`src/rtl/fixed2float_sched_if.sv`:
```
`timescale 1ns/1ps
// fixed2float_sched_if
// Bundles the requester, converter and response signals of fixed2float_sched.
//   req_valid  [NUM_REQ]     per-requester request valid
//   req_fixed  [43*NUM_REQ]  per-requester signed operand, lane i at [43*i +: 43]
//   req_ready  [NUM_REQ]     per-requester accept, at most one bit high
//   conv_fixed [43]          registered operand towards the shared converter
//   conv_float [16]          converter result, CONV_LAT cycles after conv_fixed
//   resp_valid / resp_ready  result FIFO head handshake
//   resp_id    [ID_W]        requester index of the head result
//   resp_float [16]          half-precision result at the FIFO head
//   busy                     work in flight or results still queued
// The scheduler connects through the slave modport; the requester/consumer side
// uses the master modport.
interface fixed2float_sched_if #(
    parameter int NUM_REQ = 4
);
    localparam int ID_W = (NUM_REQ > 1) ? $clog2(NUM_REQ) : 1;

    logic [NUM_REQ-1:0]    req_valid;
    logic [43*NUM_REQ-1:0] req_fixed;
    logic [NUM_REQ-1:0]    req_ready;
    logic [42:0]           conv_fixed;
    logic [15:0]           conv_float;
    logic                  resp_valid;
    logic                  resp_ready;
    logic [ID_W-1:0]       resp_id;
    logic [15:0]           resp_float;
    logic                  busy;

    modport slave (
        input  req_valid, req_fixed, conv_float, resp_ready,
        output req_ready, conv_fixed, resp_valid, resp_id, resp_float, busy
    );

    modport master (
        output req_valid, req_fixed, conv_float, resp_ready,
        input  req_ready, conv_fixed, resp_valid, resp_id, resp_float, busy
    );
endinterface

```
`src/rtl/fixed2float_sched.sv`:
```
`timescale 1ns/1ps
// fixed2float_sched
// Shares one external fixed-to-half converter between NUM_REQ requesters.
// A round-robin arbiter grants one request per cycle while FIFO credit exists,
// the winning operand is registered onto conv_fixed, a tag pipeline carries the
// requester id alongside the converter latency, and finished results land in a
// FIFO_DEPTH-entry result FIFO that drains in acceptance order.
// Ports:
//   r_clk      clock, rising edge
//   r_reset_n  synchronous active-low reset
//   bus        fixed2float_sched_if.slave (requests, converter, responses, busy)
// Build option:
//   F2F_SCHED_PRIO_EN  when defined, requester 0 has strict priority over the
//                      round-robin among the other requesters.
module fixed2float_sched #(
    parameter int NUM_REQ    = 4,
    parameter int CONV_LAT   = 2,
    parameter int FIFO_DEPTH = 4
) (
    input  logic               r_clk,
    input  logic               r_reset_n,
    fixed2float_sched_if.slave bus
);
    localparam int ID_W  = (NUM_REQ > 1) ? $clog2(NUM_REQ) : 1;
    localparam int PTR_W = (FIFO_DEPTH > 1) ? $clog2(FIFO_DEPTH) : 1;
    localparam int CNT_W = $clog2(FIFO_DEPTH + 1);
    localparam int ENT_W = ID_W + 16;

    logic [ID_W-1:0]     rr_ptr;
    logic [42:0]         conv_fixed_q;
    logic                issue_valid;
    logic [ID_W-1:0]     issue_id;
    logic [CONV_LAT-1:0] tag_valid;
    logic [ID_W-1:0]     tag_id [CONV_LAT];
    logic [CNT_W-1:0]    inflight_count;
    logic [CNT_W-1:0]    fifo_count;
    logic [PTR_W-1:0]    wr_ptr;
    logic [PTR_W-1:0]    rd_ptr;
    logic [ENT_W-1:0]    fifo_mem [FIFO_DEPTH];

    logic [CNT_W:0]      occupancy;
    logic                credit_ok;
    logic                grant_found;
    logic [ID_W-1:0]     grant_idx;
    logic [ID_W-1:0]     cand_idx;
    logic [NUM_REQ-1:0]  grant_onehot;
    logic [42:0]         sel_fixed;
    logic                accept;
    logic                rr_hold;
    logic [ID_W-1:0]     rr_next;
    logic                push;
    logic                pop;
    logic [ENT_W-1:0]    head;
    logic                resp_valid_int;

    // Credit counts both queued results and operations still inside the
    // converter, so every accepted request is guaranteed a FIFO slot. A pop in
    // the current cycle deliberately does not free credit until it has happened.
    assign occupancy = {1'b0, fifo_count} + {1'b0, inflight_count};
    assign credit_ok = (occupancy < (CNT_W+1)'(FIFO_DEPTH));

    // Arbiter: scan from rr_ptr upwards, wrapping, and stop at the first valid
    // requester. With the priority option, requester 0 preempts the scan; the
    // scan itself still skips 0 naturally when it is not requesting.
    always_comb begin
        grant_found = 1'b0;
        grant_idx   = '0;
        cand_idx    = '0;
`ifdef F2F_SCHED_PRIO_EN
        if (bus.req_valid[0]) begin
            grant_found = 1'b1;
        end
`endif
        for (int k = 0; k < NUM_REQ; k++) begin
            cand_idx = ID_W'((int'(rr_ptr) + k) % NUM_REQ);
            if (!grant_found && bus.req_valid[cand_idx]) begin
                grant_found = 1'b1;
                grant_idx   = cand_idx;
            end
        end
    end

    assign accept = r_reset_n && credit_ok && grant_found;

    // A priority grant to requester 0 must not disturb the rotation among the
    // remaining requesters.
`ifdef F2F_SCHED_PRIO_EN
    assign rr_hold = (grant_idx == '0);
`else
    assign rr_hold = 1'b0;
`endif

    assign rr_next = (grant_idx == ID_W'(NUM_REQ - 1)) ? '0 : grant_idx + 1'b1;

    // Expand the winner into the one-hot ready vector and pick its operand.
    always_comb begin
        grant_onehot = '0;
        sel_fixed    = '0;
        for (int i = 0; i < NUM_REQ; i++) begin
            grant_onehot[i] = accept && (grant_idx == ID_W'(i));
            if (grant_onehot[i]) begin
                sel_fixed = bus.req_fixed[43*i +: 43];
            end
        end
    end

    assign push = tag_valid[CONV_LAT-1];
    assign pop  = resp_valid_int && bus.resp_ready;

    // Control state. issue_valid marks the cycle conv_fixed carries a fresh
    // operand; the tag_valid chain then tracks that operand through the
    // CONV_LAT converter stages so its last stage lines up with conv_float.
    // inflight_count covers the issue register plus the tag chain.
    always_ff @(posedge r_clk) begin
        if (!r_reset_n) begin
            rr_ptr         <= '0;
            conv_fixed_q   <= '0;
            issue_valid    <= 1'b0;
            issue_id       <= '0;
            tag_valid      <= '0;
            inflight_count <= '0;
            fifo_count     <= '0;
            wr_ptr         <= '0;
            rd_ptr         <= '0;
        end else begin
            issue_valid <= accept;
            if (accept) begin
                conv_fixed_q <= sel_fixed;
                issue_id     <= grant_idx;
                if (!rr_hold) begin
                    rr_ptr <= rr_next;
                end
            end

            tag_valid[0] <= issue_valid;
            for (int k = 1; k < CONV_LAT; k++) begin
                tag_valid[k] <= tag_valid[k-1];
            end

            case ({accept, push})
                2'b10:   inflight_count <= inflight_count + 1'b1;
                2'b01:   inflight_count <= inflight_count - 1'b1;
                default: inflight_count <= inflight_count;
            endcase

            if (push) begin
                wr_ptr <= (wr_ptr == PTR_W'(FIFO_DEPTH - 1)) ? '0 : wr_ptr + 1'b1;
            end
            if (pop) begin
                rd_ptr <= (rd_ptr == PTR_W'(FIFO_DEPTH - 1)) ? '0 : rd_ptr + 1'b1;
            end

            case ({push, pop})
                2'b10:   fifo_count <= fifo_count + 1'b1;
                2'b01:   fifo_count <= fifo_count - 1'b1;
                default: fifo_count <= fifo_count;
            endcase
        end
    end

    // Datapath storage needs no reset: the valid bits above decide whether any
    // of it is ever looked at.
    always_ff @(posedge r_clk) begin
        tag_id[0] <= issue_id;
        for (int k = 1; k < CONV_LAT; k++) begin
            tag_id[k] <= tag_id[k-1];
        end
        if (push) begin
            fifo_mem[wr_ptr] <= {tag_id[CONV_LAT-1], bus.conv_float};
        end
    end

    // Outputs are forced to zero while in reset or when the FIFO is empty, so
    // stale FIFO contents never show on resp_id/resp_float.
    assign head           = fifo_mem[rd_ptr];
    assign resp_valid_int = r_reset_n && (fifo_count != '0);

    assign bus.req_ready  = grant_onehot;
    assign bus.conv_fixed = conv_fixed_q;
    assign bus.resp_valid = resp_valid_int;
    assign bus.resp_id    = resp_valid_int ? head[ENT_W-1:16] : '0;
    assign bus.resp_float = resp_valid_int ? head[15:0] : '0;
    assign bus.busy       = r_reset_n && ((inflight_count != '0) || (fifo_count != '0));
endmodule

```
`src/flat_wrapper.sv`:
```
// flat-port wrapper written by rule: the top's interface ports become plain ports
module fixed2float_sched_flat 
#(
    parameter int NUM_REQ    = 4,
    parameter int CONV_LAT   = 2,
    parameter int FIFO_DEPTH = 4
)
  (r_clk, r_reset_n, bus_req_valid, bus_req_fixed, bus_conv_float, bus_resp_ready, bus_req_ready, bus_conv_fixed, bus_resp_valid, bus_resp_id, bus_resp_float, bus_busy);
  fixed2float_sched_if #(.NUM_REQ(NUM_REQ)) bus_i ();
  input  logic r_clk;
  input  logic r_reset_n;
  input wire logic [$bits(bus_i.req_valid)-1:0] bus_req_valid;
  input wire logic [$bits(bus_i.req_fixed)-1:0] bus_req_fixed;
  input wire logic [$bits(bus_i.conv_float)-1:0] bus_conv_float;
  input wire logic [$bits(bus_i.resp_ready)-1:0] bus_resp_ready;
  output wire logic [$bits(bus_i.req_ready)-1:0] bus_req_ready;
  output wire logic [$bits(bus_i.conv_fixed)-1:0] bus_conv_fixed;
  output wire logic [$bits(bus_i.resp_valid)-1:0] bus_resp_valid;
  output wire logic [$bits(bus_i.resp_id)-1:0] bus_resp_id;
  output wire logic [$bits(bus_i.resp_float)-1:0] bus_resp_float;
  output wire logic [$bits(bus_i.busy)-1:0] bus_busy;
  assign bus_i.req_valid = bus_req_valid;
  assign bus_i.req_fixed = bus_req_fixed;
  assign bus_i.conv_float = bus_conv_float;
  assign bus_i.resp_ready = bus_resp_ready;
  assign bus_req_ready = bus_i.req_ready;
  assign bus_conv_fixed = bus_i.conv_fixed;
  assign bus_resp_valid = bus_i.resp_valid;
  assign bus_resp_id = bus_i.resp_id;
  assign bus_resp_float = bus_i.resp_float;
  assign bus_busy = bus_i.busy;
  fixed2float_sched #(.NUM_REQ(NUM_REQ), .CONV_LAT(CONV_LAT), .FIFO_DEPTH(FIFO_DEPTH)) u_core (.r_clk(r_clk), .r_reset_n(r_reset_n), .bus(bus_i));
endmodule
```
`config.mk`:
```
export PLATFORM = sky130hd
export DESIGN_NAME = fixed2float_sched_flat
export DESIGN_NICKNAME = d
export VERILOG_FILES = /design/src/rtl/fixed2float_sched_if.sv /design/src/rtl/fixed2float_sched.sv /design/src/flat_wrapper.sv
export SDC_FILE = /design/constraint.sdc
export NUM_CORES = 1
export LEC_CHECK = 0
export ABC_AREA = 0
export BUFFER_PORTS_ARGS = -buffer_cell sky130_fd_sc_hd__buf_2
export CAP_MARGIN = 20
export CORE_MARGIN = 2
export CORE_UTILIZATION = 45
export CTS_CLUSTER_DIAMETER = 80
export DETAILED_ROUTE_END_ITERATION = 10
export PLACE_DENSITY_LB_ADDON = 0.05
export SETUP_SLACK_MARGIN = 0.15
export SYNTH_ARGS = -nofsm -noshare
export SYNTH_HDL_FRONTEND = slang
export SYNTH_SLANG_ARGS = --single-unit
```
`constraint.sdc`:
```
create_clock -name r_clk -period 5.1 [get_ports r_clk]
set_input_delay 0.765 -clock r_clk [delete_from_list [all_inputs] [get_ports r_clk]]
set_output_delay 0.765 -clock r_clk [all_outputs]
set_load 0.005 [all_outputs]
```
# Word-level counts from Yosys, hierarchy flattened
# Memory sizes are Yosys's and may differ from the RTL's. A register that Yosys moved wholly into a read port is not among the register bits.
# Index checks and enable logic that the tools add are counted.
# Widths: inputs -> output; s select.
# word_totals
reg_bits,60
ramBits,76
in_bits,195
out_inout_bits,67
memories,2
# op_classes
n_addsub,11
order_cmp,5
eq_ne,9
mux,31
reduce_logical,21
# mem_list
memory,depth,word_bits,read_ports,rd_ports_with_merged_regs,wr,line_no,source
u_core.fifo_mem,4,18,1,1,1,fixed2float_sched.sv:39,logic [ENT_W-1:0] fifo_mem [FIFO_DEPTH];
u_core.tag_id,2,2,2,0,2,fixed2float_sched.sv:34,logic [ID_W-1:0] tag_id [CONV_LAT];
# ops
cell,count
$mux 43,4
$mux 2,10
$mux 16,1
$eq 2x2->1 const B,6
$logic_and 1x1->1,12
$lt 2x3->1 const B,4
$pmux 3 s2,2
$mux 1,10
$add 2x1->2 const B,4
$bmux 1 s2,4
$add 3x1->3 const B,2
$eq 2x1->1 const B,3
$reduce_bool 3->1,2
$sub 3x1->3 const B,2
$add 2x2->2 const B,2
$add 3x3->4,1
$lt 4x3->1 const B,1
$reduce_bool 2->1,2
$logic_not 1->1,3
$logic_not 2->1,1
$logic_or 1x1->1,1

# Longest topological paths before layout
# Gate-level depths: netlist of the first run.
# depth
word_depth,18
depth_mapped,12
mapped_depth_nobuf,10

# Worst setup path before layout of the first run
# Ideal clock, no wire load.
# synth_timing
kind,in2out
from,in bus_req_valid[2]
to,out bus_req_ready[1]
arrival_time_ns,2.324
required_ns,4.335
path_slack_ns,2.011
cell_stages,7
path_buffers,2
cell_sequence,mux2i_1 -> nor2_1 -> nor3_1 -> ha_1 -> clkbuf_1 -> clkbuf_1 -> and2_1
# synth_between
elab_chain_cells,14
# synth_rtl
item,line_no,source
"start, declared",flat_wrapper.sv:12,input wire logic [$bits(bus_i.req_valid)-1:0] bus_req_valid;
$bmux 1 s2,fixed2float_sched.sv:76,if (!grant_found && bus.req_valid[cand_idx]) begin
$mux 1 (not written as such),fixed2float_sched.sv:76,
$mux 1,fixed2float_sched.sv:76,
$logic_not 1->1,fixed2float_sched.sv:76,
$logic_and 1x1->1,fixed2float_sched.sv:76,
$mux 1,fixed2float_sched.sv:76,
$logic_not 1->1,fixed2float_sched.sv:76,
$logic_and 1x1->1,fixed2float_sched.sv:76,
$mux 1,fixed2float_sched.sv:76,
$logic_not 1->1,fixed2float_sched.sv:76,
$logic_and 1x1->1,fixed2float_sched.sv:76,
$mux 2 (*),fixed2float_sched.sv:76,
net u_core.grant_idx[0],fixed2float_sched.sv:44,logic [ID_W-1:0] grant_idx;
$eq 2x1->1 (*),fixed2float_sched.sv:100,grant_onehot[i] = accept && (grant_idx == ID_W'(i));
$logic_and 1x1->1 (*),fixed2float_sched.sv:100,
"end, declared",flat_wrapper.sv:16,output wire logic [$bits(bus_i.req_ready)-1:0] bus_req_ready;
# The timed path passes the listed nets; every way through them passes the cells marked *. The select of a mux whose other input is x is not followed.

# Final worst setup path of the first run
# layout_timing
from,in r_reset_n
to,out bus_req_ready[3]
# layout_between
elab_chain_cells,3
# layout_rtl
item,line_no,source
"start, declared",flat_wrapper.sv:11,input logic r_reset_n;
$logic_and 1x1->1 (2 in a row),fixed2float_sched.sv:83,assign accept = r_reset_n && credit_ok && grant_found;
$logic_and 1x1->1,fixed2float_sched.sv:100,
# No other way between the ends.

==> results.tsv, run 1 <==
metric	value	unit
min_to	u_core.tag_id[0][2]	
port_buffers	261	
track_usage	0.236	
period_share	0.702	
fin_hold_ws	0.324	ns
slew_headroom	0.334	
worstSetupEndpointType	primary output	
reg2reg_from	u_core.rr_ptr[1]	
detail_route.iter0.violations	295	
ys_seq_area_frac	0.529	
async_flop_share	0	
synth_edf_count	72	
grt_pass1_vias	5414	
antenna_left	0	
fin_ws	1.52	ns
grt_setup_unrepaired	false	
fin_setup_tns	0	ns
io_pins	262	
gp_congestion	0.921	
hold_violations	0	
dieArea	15600	sq um
post-cts-setup-buffers	0	
cp_data_arrival_time	2.81	ns
crit_type	in -> out	
hpwl	13000	um
grt-ovfl-total	0	
maxSlewViolCount	0	
yosys-top-cells-count	edfxtp_1 (72), dfxtp_1 (66), inv_1 (56)	
dieHeight	125	um
grt_first_pass_wirelength	28700	um
hold_buffers	0	
p_leak	3.69	nW
detail_route.first_pass.iterations	4	
row_count	44	
maxCapViolCount	0	
yosysUniqueCellTypes	43	
synth.most_common_cell	edfxtp_1	
hold_path_class	reg -> reg	
path_max_fanout	44	
htreeDepth	4	
drc_errors	0	
fin_worst_skew	0.00730	ns
routed_via_density	5.57	
antenna_found_initial	2	
syn_inst	538	
syn_nets	748	
status	completed	
cts_resized	0	
regToRegEndpoint	u_core.bus.conv_fixed[33]	
cp-start-kind	primary input	
insertion_delay	0.42	ns
fill_cells	1226	
rr_worst_depth	9	
min_delay_path_depth	0	
cts_root_buf	clkbuf_16	
critPathRequiredTime	4.34	ns
clk_path_buf_depth	2	
start_util	0.456	
setup_viol	0	
area_growth_syn_to_layout	30.3	%
layout-drive-gt1-share	0.412	
yosysWarnings	0	
nets	984	
synth_top_area_share	0.328	
wl_per_cell	19.1	um
tightest_slew	0.999	ns
path_clk_slew	0.05	ns
vdd_drop_max	0.000254	V
syn-cell-area	6580	sq um
avgSynthCellArea	12.2	sq um
finalCriticalPeriod	3.58	ns
wirelength	18600	um
rrSetupSlack	1.82	ns
hp-start	u_core.tag_id[0][0]	
yosys-top-cells-area	edfxtp_1 (33%), dfxtp_1 (20%), a221o_1 (6.5%)	
vias	5414	
fmax	279	MHz
power_density	372	nW/um^2
die_w	125	um
cts_sinks	138	
cts_buffers	17	
synth_ff_type	edfxtp_1	
synth_seq_cells	138	
synth_top_area_cell	edfxtp_1	
dp_worst_setup_slack	1.41	ns
cts_tree	done	
grt_start_max_net_pins	88	
core_area	14400	sq um
metrics by stage:
step / total power [mW] / area, sq um / instances / util
final: 3.19 / 8580 / 972 / 0.595
after detailed placement: 1.86 / 7910 / 938 / 0.548
after CTS: 3.21 / 8560 / 969 / 0.593
after floorplan: 1.64 / 6580 / 538 / -
after global placement: 1.84 / 7910 / 938 / 0.548
after global routing: 3.33 / 8580 / 971 / 0.595
flip-flops by register name, indices dropped and copies added (netlist names), named ones only:
register	count
u_core.fifo_count	3
u_core.issue_valid	1
u_core.rd_ptr	2
u_core.issue_id	2
u_core.wr_ptr	2
u_core.fifo_mem	72
u_core.bus.conv_fixed	43
u_core.tag_valid	2
u_core.rr_ptr	2
u_core.inflight_count	3
u_core.tag_id	4
cell families after synthesis:
group                      count (synthesis)  synth area share
muxes                                     20            0.0646
buffers and inverters                    109            0.0735
AOI/OAI and AO/OA                        149             0.201
xor gates and xnor gates                   4           0.00532
and+or+nand+nor                          103            0.0956
DFF                                      138             0.529
adders and majority gates                 15            0.0308
routing by layer:
metal,global-route usage,share of wire
met3,0.0685,0.071
met1,0.287,0.41
met4,0.0889,0.024
met5,0,0
met2,0.401,0.50
critical path, stage by stage:
cell	delay, ns
buf_2	0.29
or4b_4	0.53
nor3_4	0.36
and2_2	0.20
buf_4	0.44
buf_2	0.21
how the worst max path moves through the flow:
stage,startpoint,cells after the start,end,slack [ns]
2_1_floorplan,bus_req_valid[2],7,bus_req_ready[1],2.01
3_3_place_gp,bus_req_valid[0],9,u_core.bus.conv_fixed[2],1.54
6_report,r_reset_n,6,bus_req_ready[3],1.52
3_5_place_dp,bus_req_valid[2],9,u_core.bus.conv_fixed[22],1.41
5_1_grt,u_core.rr_ptr[1],8,bus_req_ready[2],1.29
4_1_cts,u_core.fifo_count[2],6,bus_req_ready[3],1.51
layout by cell type (no fill, tap or decap), types with 7 or more instances in the layout:
| cell type | synthesis | final |
|---|---|---|
| mux4_2 | 18 | 18 |
| nand2_1 | 8 | 8 |
| buf_4 | 0 | 7 |
| inv_1 | 56 | 56 |
| edfxtp_1 | 72 | 72 |
| a221oi_1 | 43 | 43 |
| ha_1 | 13 | 11 |
| clkbuf_16 | 0 | 17 |
| a221o_1 | 43 | 43 |
| dfxtp_1 | 66 | 66 |
| and2_1 | 31 | 31 |
| nor2b_1 | 44 | 44 |
| buf_2 | 4 | 261 |
| a2111oi_0 | 43 | 43 |
area by class of cell:
| class | count | area [sq um] | area share |
|---|---|---|---|
| clock buffers | 20 | 457 | 0.0532 |
| clock inverters | 11 | 193 | 0.0225 |
| well taps | 184 | 230 | 0.0268 |
| multi-input cells | 291 | 2620 | 0.306 |
| repair buffers | 269 | 1370 | 0.160 |
| flip-flops and latches | 138 | 3480 | 0.406 |
| inverters | 57 | 216 | 0.0252 |
| diodes | 2 | 5.00 | 0.000583 |
where the power goes:
group,switching (mW),internal [mW]
registers,0.0457,1.25
clock network,0.463,0.891
logic,0.287,0.260
total,0.795,2.40
No activity file was read; power rests on OpenSTA's default activity.
==> inputs of run 2 (changes only) <==
--- a/config.mk
+++ b/config.mk
@@ -5,7 +5,7 @@
 export SDC_FILE = /design/constraint.sdc
 export NUM_CORES = 1
 export LEC_CHECK = 0
-export ABC_AREA = 0
+export ABC_AREA = 1
 export BUFFER_PORTS_ARGS = -buffer_cell sky130_fd_sc_hd__buf_2
 export CAP_MARGIN = 20
 export CORE_MARGIN = 2
==> constraint.sdc (replaced) <==
create_clock -name r_clk -period 3.4 [get_ports r_clk]
set_input_delay 0.51 -clock r_clk [delete_from_list [all_inputs] [get_ports r_clk]]
set_output_delay 0.51 -clock r_clk [all_outputs]
set_load 0.005 [all_outputs]
==> run 2 against run 1 <==
Critical path depth increased by 7. Setup slack lost 1.2 ns. Highest routed layer is now met5. Die area up 15%.
==> results.tsv, run 2 <==
metric	value	unit	change
grt_pass1_vias	7005		was 5414
port_buffers	261		unchanged
path_max_fanout	7		was 44
status	completed		unchanged
rr_worst_depth	17		was 9
slew_headroom	0.357		was 0.334
grt_setup_unrepaired	false		unchanged
layout-drive-gt1-share	0.259		was 0.412
finalCriticalPeriod	3.06	ns	
wirelength	23100	um	was 18600 um
synth_edf_count	72		unchanged
syn_nets	1257		was 748
fin_worst_skew	0.0108	ns	was 0.00730 ns
regMostFlops	u_core.fifo_mem		unchanged
period_share	0.901		
detail_route.first_pass.iterations	6		was 4
cp_data_arrival_time	2.55	ns	was 2.81 ns
grt_first_pass_wirelength	36200	um	was 28700 um
rrSetupSlack	0.62	ns	was 1.82 ns
largest_register_ffs	72		unchanged
synth_ff_type	edfxtp_1		unchanged
tightest_slew	0.963	ns	was 0.999 ns
io_pins	262		unchanged
synth_seq_cells	138		unchanged
hpwl	16200	um	was 13000 um
fin_setup_tns	0	ns	unchanged
met2_usage	0.442		was 0.401
yosysUniqueCellTypes	30		was 43
worstSetupEndpointType	primary output		unchanged
syn_inst	1047		was 538
antenna_left	0		unchanged
dieHeight	134	um	was 125 um
hold_violations	0		unchanged
async_flop_share	0		unchanged
cts_sinks	138		unchanged
grt_util_met1	0.310		was 0.287
dieArea	17900	sq um	was 15600 sq um
clk_path_buf_depth	2		unchanged
vdd_drop_max	0.000590	V	was 0.000254 V
ys_seq_area_frac	0.458		was 0.529
antenna_found_initial	8		was 2
die_w	134	um	was 125 um
path_clk_slew	0.06	ns	was 0.05 ns
cp-start-kind	flop		was primary input
regToRegEndpoint	u_core.bus.conv_fixed[12]		was u_core.bus.conv_fixed[33]
hold_path_class	in -> reg		was reg -> reg
worstSetupStartpoint	u_core.rr_ptr[0]		was r_reset_n
reg2reg_from	u_core.rr_ptr[0]		was u_core.rr_ptr[1]
start_util	0.460		was 0.456
crit_path_end	bus_req_ready[3]		unchanged
cts_root_buf	clkbuf_16		unchanged
vias	7606		was 5414
yosys-top-cells-count	nand2_1 (214), nor2_1 (212), inv_1 (117)		was edfxtp_1 (72), dfxtp_1 (66), inv_1 (56)
gp_congestion	0.851		was 0.921
critPathRequiredTime	2.89	ns	was 4.34 ns
drc_errors	0		unchanged
power_density	875	nW/um^2	was 372 nW/um^2
nets	1493		was 984
crit_type	reg -> out		was in -> out
grt-ovfl-total	0		unchanged
grt_start_max_net_pins	52		was 88
synth.most_common_cell	nand2_1		was edfxtp_1
yosys-top-cells-area	edfxtp_1 (28%), dfxtp_1 (17%), nand2_1 (11%)		was edfxtp_1 (33%), dfxtp_1 (20%), a221o_1 (6.5%)
yosysWarnings	0		unchanged
synth_top_area_share	0.284		was 0.328
area_growth_syn_to_layout	27.5	%	was 30.3%
syn-cell-area	7600	sq um	was 6580 sq um
core_area	16500	sq um	was 14400 sq um
fin_hold_ws	0.310	ns	was 0.324 ns
detail_route.iter0.violations	454		was 295
row_count	47		was 44
avgSynthCellArea	7.26	sq um	was 12.2 sq um
setup_viol	0		unchanged
synth_top_area_cell	edfxtp_1		unchanged
dp_worst_setup_slack	0.481	ns	was 1.41 ns
maxSlewViolCount	0		unchanged
fin_ws	0.338	ns	was 1.52 ns
final_cell_mix	buf_2 (261), nand2_1 (214), nor2_1 (212)		was buf_2 (261), edfxtp_1 (72), dfxtp_1 (66)
htreeDepth	4		unchanged
final_common_cell	buf_2		unchanged
p_leak	4.71	nW	was 3.69 nW
finalPower	8.48	mW	was 3.19 mW
fmax	327	MHz	
maxCapViolCount	0		unchanged
wl_per_cell	15.2	um	was 19.1 um
cts_buffers	17		unchanged
routed_via_density	5.01		was 5.57
cts_tree	done		unchanged
track_usage	0.259		was 0.236
gr-max-usage-layer	met2		unchanged
grtUsageMet3	0.0926		was 0.0685
insertion_delay	0.42	ns	about the same
## run 2: cell count changes in the layout (fill, tap and decap cells not counted), moves of 44 or more
| cell | change |
|---|---|
| nor2_1 | +208 |
| nand2_1 | +206 |
| nand4_1 | +88 |
| a21oi_1 | +72 |
| inv_1 | +60 |
| nand3_1 | +44 |
| nor2b_1 | -44 |
| o21ai_0 | +44 |
## run 2: cell type report
cell class	count	area (sq um)
inverters	123	465
repair buffers	289	1550
well taps	220	275
clock inverters	14	123
multi-input cells	714	3350
diodes	3	7.51
clock buffers	17	425
fillers	1618	6830
flip-flops and latches	138	3490
## run 2: kinds of logic after synthesis
logic type	after synthesis	share of synthesized area
AOI/OAI and AO/OA	129	0.0879
adders and majority gates	15	0.0267
buffers and inverters	195	0.104
DFF	138	0.458
and+or+nand+nor	570	0.324
## run 2: critical path: stages, from the launching register on
cell	delay, ns
dfxtp_4	0.39
clkinvlp_4	0.14
nand2_1	0.08
nand2_1	0.07
nand2_1	0.10
nand2_1	0.08
nor2_2	0.17
nand2_1	0.07
o211ai_1	0.32
buf_4	0.18
ha_1	0.14
inv_1	0.09
nor2_4	0.14
buf_2	0.17
## run 2: layer usage
layer / wire, um / vias to the layer above
met2: 11500 / 251
met4: 377 / 6
met3: 2000 / 31
met1: 9170 / 3435
met5: 38 / -
li1: - / 3883
## run 2: stage by stage
step	cell area [sq um]	utilization	instances
2_1_floorplan	7600	-	1047
3_3_place_gp	9050	0.548	1476
3_5_place_dp	9050	0.548	1476
4_1_cts	9610	0.582	1507
5_1_grt	9690	0.586	1516
6_report	9690	0.587	1518
## run 2: worst min-delay path by stage
| stage | endpoint | cells after the start | from |
|---|---|---|---|
| after CTS | u_core.fifo_mem[0][14] | 1 | bus_conv_float[14] |
| after floorplan | u_core.tag_id[0][2] | 0 | u_core.tag_id[0][0] |
| after global placement | u_core.tag_id[0][2] | 0 | u_core.tag_id[0][0] |
| after detailed placement | u_core.tag_id[0][2] | 0 | u_core.tag_id[0][0] |
| after global routing | u_core.fifo_mem[3][8] | 1 | bus_conv_float[8] |
| final | u_core.fifo_mem[3][12] | 1 | bus_conv_float[12] |
## run 2: report_power, final
| group | leakage [nW] | internal, mW | total [mW] | switching, mW |
|---|---|---|---|---|
| sequential | 1.19 | 2.10 | 2.30 | 0.199 |
| clock | 0.256 | 1.00 | 1.72 | 0.715 |
| combinational | 3.26 | 1.65 | 4.46 | 2.81 |
## run 2: what timing repair did
action	in CTS	in global routing
endpoints found under the setup margin	1	27
resized for setup	1	6
buffers inserted	0	8
pin swaps	0	1
endpoints found under the hold margin	0	0
hold buffers	0	0
==> inputs of run 3 (changes only) <==
--- a/config.mk
+++ b/config.mk
@@ -6,7 +6,7 @@
 export NUM_CORES = 1
 export LEC_CHECK = 0
 export ABC_AREA = 1
-export BUFFER_PORTS_ARGS = -buffer_cell sky130_fd_sc_hd__buf_2
+export BUFFER_PORTS_ARGS = -buffer_cell sky130_fd_sc_hd__buf_4
 export CAP_MARGIN = 20
 export CORE_MARGIN = 2
 export CORE_UTILIZATION = 45
==> constraint.sdc (replaced) <==
create_clock -name r_clk -period 3.4 [get_ports r_clk]
set_input_delay 0.17 -clock r_clk [delete_from_list [all_inputs] [get_ports r_clk]]
set_output_delay 0.17 -clock r_clk [all_outputs]
set_load 0.005 [all_outputs]
==> run 3 against run 2 <==
Sequential power barely moved. Power rose by 3.7%. Flip-flop and latch count did not move. Via count fell by 0.17%. Wire length rose by 3.8%. First-iteration DRC count fell by 3.7%. Sequential share of layout area fell by 2.7 points. Utilization rose by 4.7 points. Global-route usage rose by 0.44 points. Critical endpoint unchanged.
==> results.tsv, run 3 (synthesis results as in run 2) <==
metric	value	unit	change
status	completed		unchanged
grt_first_pass_wirelength	37100	um	was 36200 um
p_sw_frac	0.431		was 0.439
crit_type	reg -> out		unchanged
seqCellArea	3480	sq um	was 3490 sq um
power_density	840	nW/um^2	was 875 nW/um^2
clk_path_buf_depth	2		unchanged
worst-path-buf-inv	4		unchanged
path_max_fanout	48		was 7
cpPeakStageDelay	0.51	ns	was 0.39 ns
crit_family	buffers and inverters		was simple AND/OR/NAND/NOR gates
fin_hold_ws	0.0431	ns	was 0.310 ns
antenna_found_initial	0		was 8
finalCriticalPeriod	3.01	ns	was 3.06 ns
track_usage	0.263		was 0.259
min_delay_path_depth	3		was 1
core_area	16500	sq um	unchanged
detail_route.first_pass.iterations	5		was 6
cts_buffers	17		unchanged
finalPower	8.80	mW	was 8.48 mW
cpMostUsedCell	nand2_1		unchanged
fin_worst_skew	0.00841	ns	was 0.0108 ns
row_count	47		unchanged
slew_headroom	0.362		was 0.357
start_util	0.460		unchanged
critPathRequiredTime	3.23	ns	was 2.89 ns
drc_errors	0		unchanged
grt_start_max_net_pins	88		was 52
layout-drive-gt1-share	0.248		was 0.259
rrSetupSlack	0.54	ns	was 0.62 ns
die_w	134	um	unchanged
vias	7593		was 7606
area_growth_syn_to_layout	37.8	%	was 27.5%
period_share	0.885		was 0.901
p_leak	4.91	nW	was 4.71 nW
pwr-share-clk	0.207		was 0.202
htreeDepth	4		unchanged
insertion_delay	0.42	ns	about the same
path_clk_slew	0.06	ns	about the same
p_sw	3.80	mW	was 3.72 mW
multi_input_area	3360	sq um	was 3350 sq um
antenna_cells	0		was 3
reg2reg_from	u_core.rr_ptr[0]		unchanged
antenna_left	0		unchanged
grt-ovfl-total	0		unchanged
gp_congestion	0.808		was 0.851
maxCapViolCount	0		unchanged
hold_path_class	in -> reg		unchanged
cp_data_arrival_time	2.84	ns	was 2.55 ns
routed_via_density	5.00		was 5.01
fin_setup_tns	0	ns	unchanged
largest_register_ffs	72		unchanged
place_area	9670	sq um	was 9050 sq um
grt_setup_unrepaired	false		unchanged
hold_violations	0		unchanged
critical_path.slowest_cell	buf_4		was dfxtp_4
worstSetupEndpointType	primary output		unchanged
internal-power	5.00	mW	was 4.76 mW
cts_tree	done		unchanged
regToRegEndpoint	u_core.bus.conv_fixed[4]		was u_core.bus.conv_fixed[12]
fin_ws	0.392	ns	was 0.338 ns
min_to	u_core.tag_valid[0]		was u_core.fifo_mem[3][12]
wirelength	24000	um	was 23100 um
vdd_drop_max	0.000773	V	was 0.000590 V
regMostFlops	u_core.fifo_mem		unchanged
fill_cells	1545		was 1618
setup_viol	0		unchanged
detail_route.iter0.violations	437		was 454
maxSlewViolCount	0		unchanged
rr_worst_depth	15		was 17
dieArea	17900	sq um	unchanged
wl_per_cell	15.8	um	was 15.2 um
nets	1497		was 1493
dieHeight	134	um	unchanged
hp-start	r_reset_n		was bus_conv_float[12]
final_common_cell	buf_4		was buf_2
path_cells	inv_1 -> nand2_1 -> nand2_1 -> nand2_1 -> nand2_1 -> nor2_2 -> nand3_4 -> nand2_4 -> buf_4 -> nor2_4 -> buf_12 -> buf_4		was clkinvlp_4 -> nand2_1 -> nand2_1 -> nand2_1 -> nand2_1 -> nor2_2 -> nand2_1 -> o211ai_1 -> buf_4 -> ha_1 -> inv_1 -> nor2_4 -> buf_2
dp_worst_setup_slack	0.373	ns	was 0.481 ns
port_buffers	261		unchanged
final_cell_mix	buf_4 (271), nand2_1 (213), nor2_1 (212)		was buf_2 (261), nand2_1 (214), nor2_1 (212)
tightest_slew	0.956	ns	was 0.963 ns
postLayoutCellArea	10500	sq um	was 9690 sq um
fmax	332	MHz	was 327 MHz
cts_sinks	138		unchanged
p_seq_frac	0.263		was 0.272
cts_root_buf	clkbuf_16		unchanged
cp-start-kind	flop		unchanged
io_pins	262		unchanged
pwr-share-comb	0.530		was 0.526
hpwl	15700	um	was 16200 um
grt_pass1_vias	7237		was 7005
-- run 3: cell count changes in the layout (fill, tap and decap cells not counted), moves of 2 or more --
cell,delta
buf_2,-261
buf_4,+246
diode_2,-3
clkbuf_1,+2
dlygate4sd3_1,+16
-- run 3: how the worst max path moves through the flow --
stage / depth (start not counted) / start / slack (ns) / end
5_1_grt: 12 / u_core.rr_ptr[0] / 0.15 / bus_req_ready[3]
4_1_cts: 13 / u_core.rr_ptr[0] / 0.18 / bus_req_ready[0]
3_3_place_gp: 14 / u_core.rr_ptr[0] / 0.50 / u_core.bus.conv_fixed[2]
6_report: 12 / u_core.rr_ptr[0] / 0.39 / bus_req_ready[3]
2_1_floorplan: 17 / u_core.rr_ptr[0] / 0.71 / u_core.bus.conv_fixed[35]
3_5_place_dp: 14 / u_core.rr_ptr[0] / 0.37 / u_core.bus.conv_fixed[25]
-- run 3: routing by layer --
layer	vias up	global-route usage	share of wire
li1	3902	-	-
met1	3416	0.308	0.40
met2	243	0.454	0.49
met3	32	0.0797	0.080
met4	0	0.0993	0.022
met5	-	0	0
-- run 3: per-stage QoR --
step / cells / utilization
2_1_floorplan: 1047 / -
3_3_place_gp: 1470 / 0.585
3_5_place_dp: 1470 / 0.585
4_1_cts: 1518 / 0.630
5_1_grt: 1520 / 0.634
6_report: 1520 / 0.634
-- run 3: power groups by stage --
stage          clock network [mW]  registers, mW  logic (mW)
3_3_place_gp                    0           2.34        4.36
3_5_place_dp                    0           2.33        4.39
4_1_cts                      1.85           2.31        4.43
6_report                     1.82           2.31        4.67
5_1_grt                      1.92           2.35        5.21
2_1_floorplan                   0           2.31        2.93
-- run 3: worst register-to-register path, stage by stage, from the launching register on --
cell and delay [ns]:
dfxtp_2 0.42, inv_1 0.14, nand2_1 0.08, nand2_1 0.07
nand2_1 0.09, nand2_1 0.08, nor2_2 0.18, nand3_4 0.26
nand2_4 0.14, buf_4 0.51, inv_2 0.16, nand2_2 0.12
buf_12 0.22, nor2_1 0.08, nand2_1 0.09, a21oi_1 0.07
-- run 3: repair_timing --
item | CTS | global route
hold endpoints to repair | 64 | 0
pin swaps | 0 | 2
buffers inserted | 0 | 1
gates cloned | 0 | 1
endpoints found under the setup margin | 1 | 47
hold buffers | 16 | 0
gates resized for setup | 1 | 7
-- run 3: final cells by class --
| cell class | instances | area share |
|---|---|---|
| Timing Repair Buffer | 293 | 0.222 |
| Clock buffer | 19 | 0.0413 |
| Tap cell | 220 | 0.0263 |
| Multi-Input combinational cell | 714 | 0.320 |
| Clock inverter | 13 | 0.0137 |
| Inverter | 123 | 0.0441 |
| Sequential cell | 138 | 0.333 |
